`src/rtl/ultrasound_scheduler_if.sv`:
```
// Pin-side bundle of the ultrasound ranging scheduler: sensor pins plus result outputs.
// master = pet logic / sensor side, slave = the scheduler itself.
interface ultrasound_scheduler_if;
   logic        enable;
   logic        echo;
   logic        trigger;
   logic        busy;
   logic        distance_valid;
   logic        timeout;
   logic [21:0] echo_cycles;
   logic        object_detected;

   modport master (
      output enable, echo,
      input  trigger, busy, distance_valid, timeout, echo_cycles, object_detected
   );

   modport slave (
      input  enable, echo,
      output trigger, busy, distance_valid, timeout, echo_cycles, object_detected
   );
endinterface

```
`src/rtl/ultrasound_scheduler.sv`:
```
// Periodic HC-SR04 ranging: trigger pulse, echo width measurement with timeout,
// near/far hysteresis on object_detected.
//
// state     | meaning
// ----------+-----------------------------------------------------------
// IDLE      | no measurement; waits for enable
// TRIG      | trigger pin high for TRIG_CYCLES
// WAIT_RISE | waiting for echo_s rising edge, bounded by ECHO_TIMEOUT
// MEASURE   | counting echo_s high cycles, bounded by ECHO_TIMEOUT
// HOLDOFF   | result reported; waits out the rest of the period
module ultrasound_scheduler #(
   parameter int TRIG_CYCLES   = 500,
   parameter int PERIOD_CYCLES = 3_000_000,
   parameter int ECHO_TIMEOUT  = 1_250_000,
   parameter int NEAR_CYCLES   = 58_000,
   parameter int HITS          = 3
) (
   input logic                   clk,
   input logic                   rst,
   ultrasound_scheduler_if.slave us_if
);

   localparam logic [2:0] ST_IDLE = 3'd0;
   localparam logic [2:0] ST_TRIG = 3'd1;
   localparam logic [2:0] ST_WAIT = 3'd2;
   localparam logic [2:0] ST_MEAS = 3'd3;
   localparam logic [2:0] ST_HOLD = 3'd4;

   localparam logic [21:0] TRIG_LAST = 22'(TRIG_CYCLES - 1);
   localparam logic [21:0] TO_LAST   = 22'(ECHO_TIMEOUT - 1);
   localparam logic [21:0] TO_VAL    = 22'(ECHO_TIMEOUT);
   localparam logic [21:0] PER_LAST  = 22'(PERIOD_CYCLES - 1);
   localparam logic [21:0] NEAR_V    = 22'(NEAR_CYCLES);
   localparam logic [3:0]  RUN_LAST  = 4'(HITS - 1);

   logic [2:0]  state_q, state_d;
   logic [21:0] cnt_q, cnt_d;
   logic [21:0] per_q, per_d;
   logic [21:0] cyc_q, cyc_d;
   logic [3:0]  run_q, run_d;
   logic        echo_m_q, echo_s_q, echo_p_q;
   logic        trig_q, trig_d;
   logic        dv_q, dv_d;
   logic        to_q, to_d;
   logic        obj_q, obj_d;
   logic        finish_to;
   logic        rise;
   logic        hit;

   assign rise = echo_s_q & ~echo_p_q;
   assign hit  = ~to_q && (cyc_q <= NEAR_V);

   always_comb begin
      state_d   = state_q;
      cnt_d     = cnt_q;
      cyc_d     = cyc_q;
      dv_d      = 1'b0;
      to_d      = 1'b0;
      finish_to = 1'b0;
      per_d     = (state_q == ST_IDLE || per_q == '1) ? per_q : per_q + 22'd1;

      case (state_q)
         ST_IDLE: begin
            if (us_if.enable) begin
               state_d = ST_TRIG;
               per_d   = '0;
               cnt_d   = '0;
            end
         end
         ST_TRIG: begin
            if (cnt_q >= TRIG_LAST) begin
               state_d = ST_WAIT;
               cnt_d   = '0;
            end else begin
               cnt_d = cnt_q + 22'd1;
            end
         end
         ST_WAIT: begin
            if (rise) begin
               state_d = ST_MEAS;
               cnt_d   = 22'd1;
            end else if (cnt_q >= TO_LAST) begin
               finish_to = 1'b1;
            end else begin
               cnt_d = cnt_q + 22'd1;
            end
         end
         ST_MEAS: begin
            if (!echo_s_q) begin
               cyc_d   = cnt_q;
               dv_d    = 1'b1;
               state_d = ST_HOLD;
            end else if (cnt_q >= TO_LAST) begin
               finish_to = 1'b1;
            end else begin
               cnt_d = cnt_q + 22'd1;
            end
         end
         ST_HOLD: begin
            // >= also covers a period shorter than the measurement window
            if (per_q >= PER_LAST) begin
               if (us_if.enable) begin
                  state_d = ST_TRIG;
                  per_d   = '0;
                  cnt_d   = '0;
               end else begin
                  state_d = ST_IDLE;
               end
            end
         end
         default: state_d = ST_IDLE;
      endcase

      if (finish_to) begin
         cyc_d   = TO_VAL;
         dv_d    = 1'b1;
         to_d    = 1'b1;
         state_d = ST_HOLD;
      end

      trig_d = (state_d == ST_TRIG);

      // Hysteresis acts on the registered result, one cycle after distance_valid
      obj_d = obj_q;
      run_d = run_q;
      if (dv_q) begin
         if (hit != obj_q) begin
            if (run_q >= RUN_LAST) begin
               obj_d = ~obj_q;
               run_d = '0;
            end else if (run_q != 4'hf) begin
               run_d = run_q + 4'd1;
            end
         end else begin
            run_d = '0;
         end
      end
   end

   always_ff @(posedge clk) begin
      if (rst) begin
         state_q  <= ST_IDLE;
         cnt_q    <= '0;
         per_q    <= '0;
         cyc_q    <= '0;
         run_q    <= '0;
         echo_m_q <= 1'b0;
         echo_s_q <= 1'b0;
         echo_p_q <= 1'b0;
         trig_q   <= 1'b0;
         dv_q     <= 1'b0;
         to_q     <= 1'b0;
         obj_q    <= 1'b0;
      end else begin
         state_q  <= state_d;
         cnt_q    <= cnt_d;
         per_q    <= per_d;
         cyc_q    <= cyc_d;
         run_q    <= run_d;
         echo_m_q <= us_if.echo;
         echo_s_q <= echo_m_q;
         echo_p_q <= echo_s_q;
         trig_q   <= trig_d;
         dv_q     <= dv_d;
         to_q     <= to_d;
         obj_q    <= obj_d;
      end
   end

   assign us_if.trigger         = trig_q;
   assign us_if.busy            = (state_q == ST_TRIG) || (state_q == ST_WAIT) || (state_q == ST_MEAS);
   assign us_if.distance_valid  = dv_q;
   assign us_if.timeout         = to_q;
   assign us_if.echo_cycles     = cyc_q;
   assign us_if.object_detected = obj_q;

endmodule

```
`src/flat_wrapper.sv`:
```
// flat-port wrapper written by rule: the top's interface ports become plain ports
module ultrasound_scheduler_flat 
#(
   parameter int TRIG_CYCLES   = 500,
   parameter int PERIOD_CYCLES = 3_000_000,
   parameter int ECHO_TIMEOUT  = 1_250_000,
   parameter int NEAR_CYCLES   = 58_000,
   parameter int HITS          = 3
)
  (clk, rst, us_if_enable, us_if_echo, us_if_trigger, us_if_busy, us_if_distance_valid, us_if_timeout, us_if_echo_cycles, us_if_object_detected);
  ultrasound_scheduler_if us_if_i ();
  input logic clk;
  input logic rst;
  input wire logic [$bits(us_if_i.enable)-1:0] us_if_enable;
  input wire logic [$bits(us_if_i.echo)-1:0] us_if_echo;
  output wire logic [$bits(us_if_i.trigger)-1:0] us_if_trigger;
  output wire logic [$bits(us_if_i.busy)-1:0] us_if_busy;
  output wire logic [$bits(us_if_i.distance_valid)-1:0] us_if_distance_valid;
  output wire logic [$bits(us_if_i.timeout)-1:0] us_if_timeout;
  output wire logic [$bits(us_if_i.echo_cycles)-1:0] us_if_echo_cycles;
  output wire logic [$bits(us_if_i.object_detected)-1:0] us_if_object_detected;
  assign us_if_i.enable = us_if_enable;
  assign us_if_i.echo = us_if_echo;
  assign us_if_trigger = us_if_i.trigger;
  assign us_if_busy = us_if_i.busy;
  assign us_if_distance_valid = us_if_i.distance_valid;
  assign us_if_timeout = us_if_i.timeout;
  assign us_if_echo_cycles = us_if_i.echo_cycles;
  assign us_if_object_detected = us_if_i.object_detected;
  ultrasound_scheduler #(.TRIG_CYCLES(TRIG_CYCLES), .PERIOD_CYCLES(PERIOD_CYCLES), .ECHO_TIMEOUT(ECHO_TIMEOUT), .NEAR_CYCLES(NEAR_CYCLES), .HITS(HITS)) u_core (.clk(clk), .rst(rst), .us_if(us_if_i));
endmodule
```
`config.mk`:
```
export PLATFORM = sky130hd
export DESIGN_NAME = ultrasound_scheduler_flat
export DESIGN_NICKNAME = d
export VERILOG_FILES = /design/src/rtl/ultrasound_scheduler_if.sv /design/src/rtl/ultrasound_scheduler.sv /design/src/flat_wrapper.sv
export SDC_FILE = /design/constraint.sdc
export NUM_CORES = 1
export LEC_CHECK = 0
export ABC_AREA = 1
export ABC_CLOCK_PERIOD_IN_PS = 2320
export BUFFER_PORTS_ARGS = -buffer_cell sky130_fd_sc_hd__buf_4
export CAP_MARGIN = 25
export CORE_ASPECT_RATIO = 1.25
export CORE_MARGIN = 2
export CORE_UTILIZATION = 60
export DETAILED_ROUTE_END_ITERATION = 7
export PLACE_DENSITY = 0.79
export SLEW_MARGIN = 25
export SYNTH_ARGS = -nofsm -noshare
export SYNTH_HDL_FRONTEND = slang
export SYNTH_SLANG_ARGS = --single-unit
```
`constraint.sdc`:
```
create_clock -name clk -period 2.32 [get_ports clk]
set_clock_uncertainty 0.15 [all_clocks]
set_input_delay 0.116 -clock clk [delete_from_list [all_inputs] [get_ports clk]]
set_output_delay 0.116 -clock clk [all_outputs]
set_load 0.005 [all_outputs]
```
==> flow_metrics.env, run 1 <==
export IMPL_vias=4380
export IMPL_worstPathArrival_ps=2220
export IMPL_clockBufferDepth=2
export IMPL_synth_distinct_cells=35
export IMPL_synth_top_area_cell="dfxtp_1"
export IMPL_cts_setup_buffers=0
export IMPL_synth_top_area_frac=0.369
export IMPL_finalHoldViolCount=0
export IMPL_critPathLaunchType="register"
export IMPL_regArea_um2=1600
export IMPL_muxShareOfSynthArea=0
export IMPL_insertion_delay_ps=350
export IMPL_postRouteAntennaNets=0
export IMPL_path_class="reg2reg"
export IMPL_met2_usage=0.538
export IMPL_path_delay_family="simple AND/OR/NAND/NOR gates"
export IMPL_start_util=0.623
export IMPL_crit_top_cell="nand2_1"
export IMPL_grt_pass1_wl_um=18800
export IMPL_tritoncts="done"
export IMPL_htreeDepth=3
export IMPL_fin_cells=799
export IMPL_synth_top_family_by_area="simple AND/OR/NAND/NOR gates"
export IMPL_p_per_area_nw_per_um2=662
export IMPL_first_pass_iters=5
export IMPL_path_cells="ha_1 -> nand3_1 -> nand2_1 -> nand3_1 -> nand2_1 -> nand2_2 -> nand2_4 -> nand2_2 -> nand2_1 -> a21oi_1"
export IMPL_grt_overflow=0
export IMPL_setup_viol=0
export IMPL_cts_made_buffers=9
export IMPL_synth_flop_cell="dfxtp_1"
export IMPL_drv_cap=0
export IMPL_die_area_um2=7940
export IMPL_antenna_cells=0
export IMPL_status="completed"
export IMPL_rsz0062_at_grt="false"
export IMPL_grtUsageMet1=0.325
export IMPL_drt_wl_total_um=11600
export IMPL_place_ws_ps=120
export IMPL_grt_total_usage=0.300
export IMPL_finalCritPeriodShare=0.924
export IMPL_synth_compound_area_frac=0.100
export IMPL_grt_pass1_vias=4160
export IMPL_multiInputGateArea_um2=2360
export IMPL_slew_violations=0
export IMPL_post_route_min_period_ps=2140
export IMPL_die_height_um=99.1
export IMPL_syn_area_um2=4350
export IMPL_post_synth_top_count_cell="nand2_1"
export IMPL_synth_simple_area_share=0.390
export IMPL_synth_area_top_cells="dfxtp_1, nand2_1, nor2_1, inv_1, a21oi_1"
export IMPL_place_inst=780
export IMPL_synth_warnings=0
export IMPL_end_kind="register"
export IMPL_fin_nets=712
export IMPL_required_ps=2400
export IMPL_max_stage_delay_ps=420
export IMPL_area_delta_synth_final_pct=13.9
export IMPL_core_um2=6980
export IMPL_peakVddDrop_mv=0.448
export IMPL_max_freq_mhz=466
export IMPL_worst_pin_slew_ps=480
export IMPL_synth_xor_area_share=0.0383
export IMPL_cts_clk_slew_worst_paths_ps=100
export IMPL_clock_sinks=80
export IMPL_drive_above_1_share=0.130
export IMPL_design_area_um2=4950
export IMPL_synthCells=665
export IMPL_viasPerCell=5.48
export IMPL_met3_usage=0.0599
export IMPL_place_congestion=0.922
export IMPL_slowest_stage="dfxtp_1"
export IMPL_std_cell_rows=34
export IMPL_dpl_cell_area_um2=4670
export IMPL_synth_edf_count=0
export IMPL_setup_tns_ps=0
export IMPL_io_pins=31
export IMPL_ys_seq_area_frac=0.369
export IMPL_async_flop_share=0
export IMPL_drc=0
export IMPL_grt_antenna_before_repair=0
export IMPL_synth_common_cells="nand2_1, nor2_1, dfxtp_1"
export IMPL_path_buf_inv=0
export IMPL_crit_fanout=14
export IMPL_synth_avg_cell_area_um2=6.53
export IMPL_wl_per_cell_um=14.5
export IMPL_drt_iter0_markers=237
export IMPL_leakage_nw=2.06
export IMPL_cts_root_buffer="clkbuf_8"
export IMPL_syn_nets=673
export IMPL_synth_seq_cells=80
export IMPL_grt_start_max_net_pins=28
export IMPL_hp_class="in2reg"
export IMPL_relSlewSlack=0.679
export IMPL_reg2reg_slack_ps=180
export IMPL_place_port_buffers=30
export IMPL_fillerInstances=614
export IMPL_die_w_um=80.1
export IMPL_dpl_hpwl_um=8700
export IMPL_synth_fa_ha_area_frac=0.0115
export IMPL_fin_ws_ps=176
export IMPL_grt_busiest_layer="met2"
## flip-flops by register name (all words and copies together) (netlist names), 3 cells and up
signal                    count
u_core.cnt_q                 22
u_core.run_q                  4
u_core.state_q                3
u_core.us_if.echo_cycles     22
u_core.per_q                 22
## final timing paths
check | cells past startpoint | endpoint | startpoint
max reg2reg | 10 | u_core.us_if.echo_cycles[13]$_SDFFE_PP0P_ | u_core.cnt_q[0]$_SDFFE_PP0P_
min reg2reg | 2 | u_core.echo_s_q$_SDFF_PP0_ | u_core.echo_m_q$_SDFF_PP0_
max | 10 | u_core.us_if.echo_cycles[13]$_SDFFE_PP0P_ | u_core.cnt_q[0]$_SDFFE_PP0P_
min | 7 | u_core.state_q[0]$_SDFF_PP0_ | us_if_enable
## final cells by class
| type | count | area share |
|---|---|---|
| Multi-Input combinational cell | 491 | 0.477 |
| Sequential cell | 80 | 0.324 |
| Timing Repair Buffer | 47 | 0.0728 |
| Inverter | 75 | 0.0569 |
| Clock buffer | 9 | 0.0250 |
| Tap cell | 90 | 0.0228 |
| Clock inverter | 7 | 0.0223 |
## cells in the final DEF (no fill, tap or decap), types with 2 or more instances in the layout
| cell type | instances |
|---|---|
| a211oi_1 | 4 |
| nand2_1 | 160 |
| nand2_2 | 5 |
| o21ai_1 | 8 |
| nor2_4 | 4 |
| nor2_1 | 117 |
| ha_1 | 4 |
| nand4_1 | 16 |
| nand3b_1 | 2 |
| inv_1 | 65 |
| nor3_1 | 19 |
| clkbuf_8 | 9 |
| dfxtp_1 | 80 |
| xnor2_1 | 5 |
| dlygate4sd3_1 | 3 |
| nor4_1 | 4 |
| buf_4 | 44 |
| bufinv_16 | 2 |
| nand2_4 | 2 |
| nand3_1 | 42 |
| o21ai_0 | 26 |
| nand3_2 | 3 |
| nor2_2 | 5 |
| xor2_1 | 14 |
| a21oi_1 | 44 |
| inv_2 | 9 |
| inv_8 | 3 |
## cell families (layout without fill, tap and decap cells)
logic type                 count (synthesis)  in the layout
and+or+nand+nor                          384            384
buffers and inverters                     94            138
AOI/OAI and AO/OA                         84             84
DFF                                       80             80
xor gates and xnor gates                  19             19
adders and majority gates                  4              4
## power breakdown
group	switching (W)	internal, W
registers	0.0000819	0.00144
clock network	0.000573	0.000632
logic	0.000366	0.000190
total	0.00102	0.00226
## layer usage
metal | vias to the layer above | part of all wire
met3 | 34 | 0.037
met1 | 2018 | 0.41
met5 | - | 0
met2 | 117 | 0.52
met4 | 0 | 0.041
li1 | 2211 | -
## metrics by stage
stage | util | hold WS (ps) | power (W)
6_report | 0.709 | 145 | 0.00328
5_1_grt | 0.709 | 187 | 0.00342
4_1_cts | 0.708 | 128 | 0.00329
3_5_place_dp | 0.670 | 201 | 0.00208
3_3_place_gp | 0.670 | 187 | 0.00207
2_1_floorplan | - | 73.0 | 0.00194
## worst min-delay path: stages
cell and delay [ps]:
buf_4 80, nand2_1 40, inv_1 70, nand2_1 70, nand4_1 110, nand2_1 60
nor2_1 70
## repair_timing
action                                  CTS  global route
resized for setup                         0             3
hold buffers                              3             0
hold endpoints to repair                 17             0
endpoints found under the setup margin    0            18
(Power assumes the default switching activity.)
==> run 2: changes to the inputs <==
--- a/config.mk
+++ b/config.mk
@@ -6,7 +6,7 @@
 export NUM_CORES = 1
 export LEC_CHECK = 0
 export ABC_AREA = 1
-export ABC_CLOCK_PERIOD_IN_PS = 2320
+export ABC_CLOCK_PERIOD_IN_PS = 2100
 export BUFFER_PORTS_ARGS = -buffer_cell sky130_fd_sc_hd__buf_4
 export CAP_MARGIN = 25
 export CORE_ASPECT_RATIO = 1.25
==> constraint.sdc (replaced) <==
create_clock -name clk -period 2.1 [get_ports clk]
set_clock_uncertainty 0.15 [all_clocks]
set_input_delay 0.105 -clock clk [delete_from_list [all_inputs] [get_ports clk]]
set_output_delay 0.105 -clock clk [all_outputs]
set_load 0.005 [all_outputs]
==> flow_metrics.env, run 2 (synthesized netlist as in run 1, its figures left out) <==
export IMPL_status="completed"
export IMPL_r2r_cells=9
export IMPL_grt_start_max_net_pins=28
export IMPL_path_buf_inv=1
export IMPL_place_congestion=0.982
export IMPL_fin_cells=815
export IMPL_grt_pass1_wl_um=19500
export IMPL_htreeDepth=3
export IMPL_dpl_cell_area_um2=4770
export IMPL_drc=0
export IMPL_design_area_um2=5080
export IMPL_start_util=0.623
export IMPL_leakage_nw=2.11
export IMPL_area_delta_synth_final_pct=16.9
export IMPL_tritoncts="done"
export IMPL_std_cell_rows=34
export IMPL_hp_class="in2reg"
export IMPL_die_height_um=99.1
export IMPL_hold_start="us_if_enable"
export IMPL_p_switching_w=0.00115
export IMPL_cts_root_buffer="clkbuf_8"
export IMPL_wl_met3_um=553
export IMPL_core_um2=6980
export IMPL_hold_end="u_core.state_q[0]$_SDFF_PP0_"
export IMPL_swShare=0.331
export IMPL_relSlewSlack=0.694
export IMPL_io_pins=31
export IMPL_place_inst=793
export IMPL_layout_commonest_cell="nand2_1"
export IMPL_post_route_min_period_ps=2020
export IMPL_drt_iter0_markers=283
export IMPL_finalCritPeriodShare=0.964
export IMPL_dpl_hpwl_um=8560
export IMPL_path_cells="ha_4 -> or2_1 -> o21ai_2 -> nand4_1 -> nand2_2 -> inv_2 -> a21oi_1 -> o21ai_1 -> nor2_1"
export IMPL_grt_overflow=0
export IMPL_wl_per_cell_um=14.5
export IMPL_grt_pass1_vias=4438
export IMPL_vias=4531
export IMPL_combinationalPowerShare=0.198
export IMPL_slew_violations=0
export IMPL_reg2reg_slack_ps=80
export IMPL_p_clk_frac=0.318
export IMPL_postLayoutCoreUtil=0.728
export IMPL_viasPerCell=5.56
export IMPL_finalHoldViolCount=0
export IMPL_cts_clk_slew_worst_paths_ps=90
export IMPL_die_area_um2=7940
export IMPL_max_stage_delay_ps=380
export IMPL_fillerInstances=601
export IMPL_grt_antenna_before_repair=0
export IMPL_r2r_start="u_core.cnt_q[0]$_SDFFE_PP0P_"
export IMPL_grt_total_usage=0.310
export IMPL_finalPower_w=0.00346
export IMPL_clockBufferDepth=2
export IMPL_crit_fanout=9
export IMPL_cts_made_buffers=9
export IMPL_final_cell_mix="nand2_1, nor2_1, dfxtp_1"
export IMPL_intPower_w=0.00231
export IMPL_die_w_um=80.1
export IMPL_antenna_cells=0
export IMPL_seq_power_share=0.484
export IMPL_first_pass_iters=4
export IMPL_drt_wl_total_um=11800
export IMPL_drive_above_1_share=0.167
export IMPL_postRouteAntennaNets=0
export IMPL_hold_depth=7
export IMPL_reg2reg_to="u_core.cnt_q[15]$_SDFFE_PP0P_"
export IMPL_drv_cap=0
export IMPL_slowest_stage="dfxtp_4"
export IMPL_worst_pin_slew_ps=454
export IMPL_path_delay_family="simple AND/OR/NAND/NOR gates"
export IMPL_insertion_delay_ps=350
export IMPL_wl_met2_um=5960
export IMPL_p_per_area_nw_per_um2=681
export IMPL_peakVddDrop_mv=0.492
export IMPL_path_class="reg2reg"
export IMPL_worstPathArrival_ps=2160
export IMPL_end_kind="register"
export IMPL_max_freq_mhz=494
export IMPL_setup_viol=0
export IMPL_top_layer="met4"
export IMPL_required_ps=2240
export IMPL_multiInputGateArea_um2=2400
export IMPL_drt_met1_wl_um=4600
export IMPL_regArea_um2=1610
export IMPL_fin_nets=728
export IMPL_clock_sinks=80
export IMPL_place_port_buffers=30
export IMPL_critPathLaunchType="register"
==> run 2: cell count changes in the layout (fill, tap and decap cells not counted), moves of 2 or more <==
cell,previous run,this run
nor2_1,117,115
inv_8,3,1
dfxtp_1,80,74
ha_1,4,2
dfxtp_2,0,5
nor2_2,5,7
clkinvlp_4,1,3
buf_4,44,59
bufinv_16,2,0
o21ai_0,26,24
==> run 2: cell type report <==
cell class / instances / share of cell area
clock inverter: 6 / 0.0101
clock buffer: 10 / 0.0271
multi-input combinational: 491 / 0.473
sequential: 80 / 0.317
inverter: 75 / 0.0557
tap: 90 / 0.0222
timing repair buffer: 63 / 0.0953
==> run 2: worst min-delay path: cells and delay by family <==
family / cells / cell delay [ps]
simple gates: 5 / 420
buf+inv: 2 / 140
==> run 2: power groups by stage <==
stage | sequential, W | clock (W) | combinational (W)
2_1_floorplan | 0.00168 | 0 | 0.000462
3_3_place_gp | 0.00170 | 0 | 0.000626
3_5_place_dp | 0.00170 | 0 | 0.000640
4_1_cts | 0.00166 | 0.00111 | 0.000655
5_1_grt | 0.00168 | 0.00117 | 0.000764
6_report | 0.00167 | 0.00110 | 0.000686
==> run 2: worst max-delay path by stage <==
stage / from / to / slack [ps] / cells past startpoint
3_5_place_dp: u_core.cnt_q[13]$_SDFFE_PP0P_ / u_core.cnt_q[15]$_SDFFE_PP0P_ / 80 / 9
2_1_floorplan: u_core.per_q[0]$_SDFF_PP0_ / u_core.per_q[6]$_SDFF_PP0_ / 280 / 12
6_report: u_core.cnt_q[0]$_SDFFE_PP0P_ / u_core.cnt_q[15]$_SDFFE_PP0P_ / 80 / 9
5_1_grt: u_core.cnt_q[0]$_SDFFE_PP0P_ / u_core.cnt_q[15]$_SDFFE_PP0P_ / -20 / 9
3_3_place_gp: u_core.cnt_q[13]$_SDFFE_PP0P_ / u_core.cnt_q[15]$_SDFFE_PP0P_ / 120 / 9
4_1_cts: u_core.cnt_q[0]$_SDFFE_PP0P_ / u_core.cnt_q[15]$_SDFFE_PP0P_ / 40 / 9
==> run 2: repair_timing <==
action / CTS / global route
setup buffers: 0 / 3
hold endpoints to repair: 17 / 0
hold buffers: 3 / 0
resized for setup: 1 / 22
pin swaps: 0 / 4
setup endpoints to repair: 1 / 34
==> run 2: stage by stage <==
stage / TNS, ps / setup slack (ps) / hold WS [ps]
finish: 0 / 76.5 / 192
global placement: 0 / 116 / 165
floorplan: 0 / 283 / 62.0
detailed placement: 0 / 84.0 / 165
global route: -77.5 / -19.3 / 237
CTS: 0 / 35.4 / 181
==> run 2: per-layer routing <==
layer	up-vias	GRT usage
li1	2248	-
met1	2081	0.336
met2	151	0.553
met3	51	0.0517
met4	0	0.188
met5	-	0
==> run 3: changes to the inputs <==
--- a/config.mk
+++ b/config.mk
@@ -13,6 +13,7 @@
 export CORE_MARGIN = 2
 export CORE_UTILIZATION = 60
 export DETAILED_ROUTE_END_ITERATION = 7
+export GPL_TIMING_DRIVEN = 0
 export PLACE_DENSITY = 0.79
 export SLEW_MARGIN = 25
 export SYNTH_ARGS = -nofsm -noshare
==> flow_metrics.env, run 3 (synthesized netlist as in run 1, its figures left out) <==
export IMPL_status="complete, but fails checks"
export IMPL_violations="setup timing"
export IMPL_p_per_area_nw_per_um2=695
export IMPL_first_pass_iters=4
export IMPL_end_kind="register"
export IMPL_fin_ws_ps=-30.5
export IMPL_cts_clk_slew_worst_paths_ps=90
export IMPL_drive_above_1_share=0.168
export IMPL_layout_commonest_cell="nand2_1"
export IMPL_clockBufferDepth=2
export IMPL_cts_made_buffers=9
export IMPL_die_area_um2=7940
export IMPL_critPathLaunchType="register"
export IMPL_viasPerCell=5.49
export IMPL_drt_wl_total_um=11700
export IMPL_insertion_delay_ps=370
export IMPL_grt_pass1_vias=4023
export IMPL_vias=4443
export IMPL_leakage_nw=2.07
export IMPL_grt_total_usage=0.295
export IMPL_clock_sinks=80
export IMPL_worstPathArrival_ps=2280
export IMPL_design_area_um2=5050
export IMPL_fin_nets=723
export IMPL_start_util=0.623
export IMPL_setup_viol=1
export IMPL_place_ws_ps=-83.5
export IMPL_fillerInstances=588
export IMPL_grt_overflow=0
export IMPL_drc=0
export IMPL_finalCritPeriodShare=1.01
export IMPL_crit_fanout=9
export IMPL_postRouteAntennaNets=0
export IMPL_tritoncts="done"
export IMPL_antenna_cells=0
export IMPL_slew_violations=0
export IMPL_final_cell_mix="nand2_1, nor2_1, dfxtp_1"
export IMPL_wl_per_cell_um=14.4
export IMPL_drt_iter0_markers=195
export IMPL_place_port_buffers=29
export IMPL_cts_root_buffer="clkbuf_8"
export IMPL_max_freq_mhz=469
export IMPL_die_w_um=80.1
export IMPL_required_ps=2240
export IMPL_whs_ps=12.5
export IMPL_fin_cells=810
export IMPL_peakVddDrop_mv=0.505
export IMPL_worst_pin_slew_ps=603
export IMPL_grt_antenna_before_repair=0
export IMPL_regArea_um2=1620
export IMPL_finalHoldViolCount=0
export IMPL_die_height_um=99.1
export IMPL_setup_tns_ps=-30.5
export IMPL_rsz0062_at_grt="true"
export IMPL_std_cell_rows=34
export IMPL_htreeDepth=3
export IMPL_place_congestion=0.930
export IMPL_area_delta_synth_final_pct=16.2
export IMPL_dpl_hpwl_um=8410
export IMPL_path_class="reg2reg"
export IMPL_post_route_min_period_ps=2130
export IMPL_drv_cap=0
export IMPL_multiInputGateArea_um2=2420
export IMPL_grt_pass1_wl_um=18200
export IMPL_hp_class="in2reg"
export IMPL_io_pins=31
export IMPL_place_inst=784
export IMPL_grt_start_max_net_pins=16
export IMPL_relSlewSlack=0.598
export IMPL_core_um2=6980
export IMPL_dpl_cell_area_um2=4680
[run 3: cell count changes in the layout (fill, tap and decap cells not counted), sizes merged]
cell / before / now
clkbuf: 10 / 18
buf: 60 / 49
dlygate4sd3: 3 / 1
clkinv: 2 / 1
inv: 76 / 77
[run 3: layer usage]
layer	vias to the layer above	GRT usage	wire length (µm)
met5	-	0	0
met4	0	0.163	507
met3	38	0.0499	481
met2	126	0.520	5980
met1	2047	0.332	4710
li1	2232	-	-
[run 3: final cells by class]
type / instances / share of cell area
Tap cell: 90 / 0.0223
Buffer: 19 / 0.0260
Multi-Input combinational cell: 491 / 0.479
Sequential cell: 80 / 0.321
Timing Repair Buffer: 39 / 0.0585
Inverter: 75 / 0.0563
Clock inverter: 6 / 0.0102
Clock buffer: 10 / 0.0273
[run 3: power breakdown]
part	switching (W)	leakage, nW	total (W)	internal (W)
combinational	0.000450	1.33	0.000717	0.000267
sequential	0.0000980	0.653	0.00169	0.00159
clock	0.000626	0.0875	0.00110	0.000478
total	0.00117	2.07	0.00351	0.00234
[run 3: final timing paths]
check	startpoint	to	slack, ps	depth (start not counted)
worst min-delay path	rst	u_core.cnt_q[0]$_SDFFE_PP0P_	10	2
worst max register to register	u_core.cnt_q[0]$_SDFFE_PP0P_	u_core.cnt_q[3]$_SDFFE_PP0P_	-30	9
worst max-delay path	u_core.cnt_q[0]$_SDFFE_PP0P_	u_core.cnt_q[3]$_SDFFE_PP0P_	-30	9
worst min register to register	u_core.echo_m_q$_SDFF_PP0_	u_core.echo_s_q$_SDFF_PP0_	260	2
[run 3: worst max-delay path: stages, from the launching register on]
cell	delay, ps
dfxtp_4	380
ha_2	200
or2_1	240
o21ai_2	180
nand4_1	200
nand2_4	180
inv_2	120
a21oi_1	170
a21oi_1	120
nor2_1	110
[run 3: repair_timing]
item,CTS,global route
endpoints found under the setup margin,24,54
pin swaps,2,4
hold buffers,1,0
buffers inserted,1,8
cloned,0,0
endpoints found under the hold margin,1,0
resized for setup,7,33
[run 3: stage by stage]
step	power (W)	util
global placement	0.00232	0.670
finish	0.00351	0.723
global route	0.00366	0.723
CTS	0.00342	0.703
detailed placement	0.00233	0.670
floorplan	0.00214	-
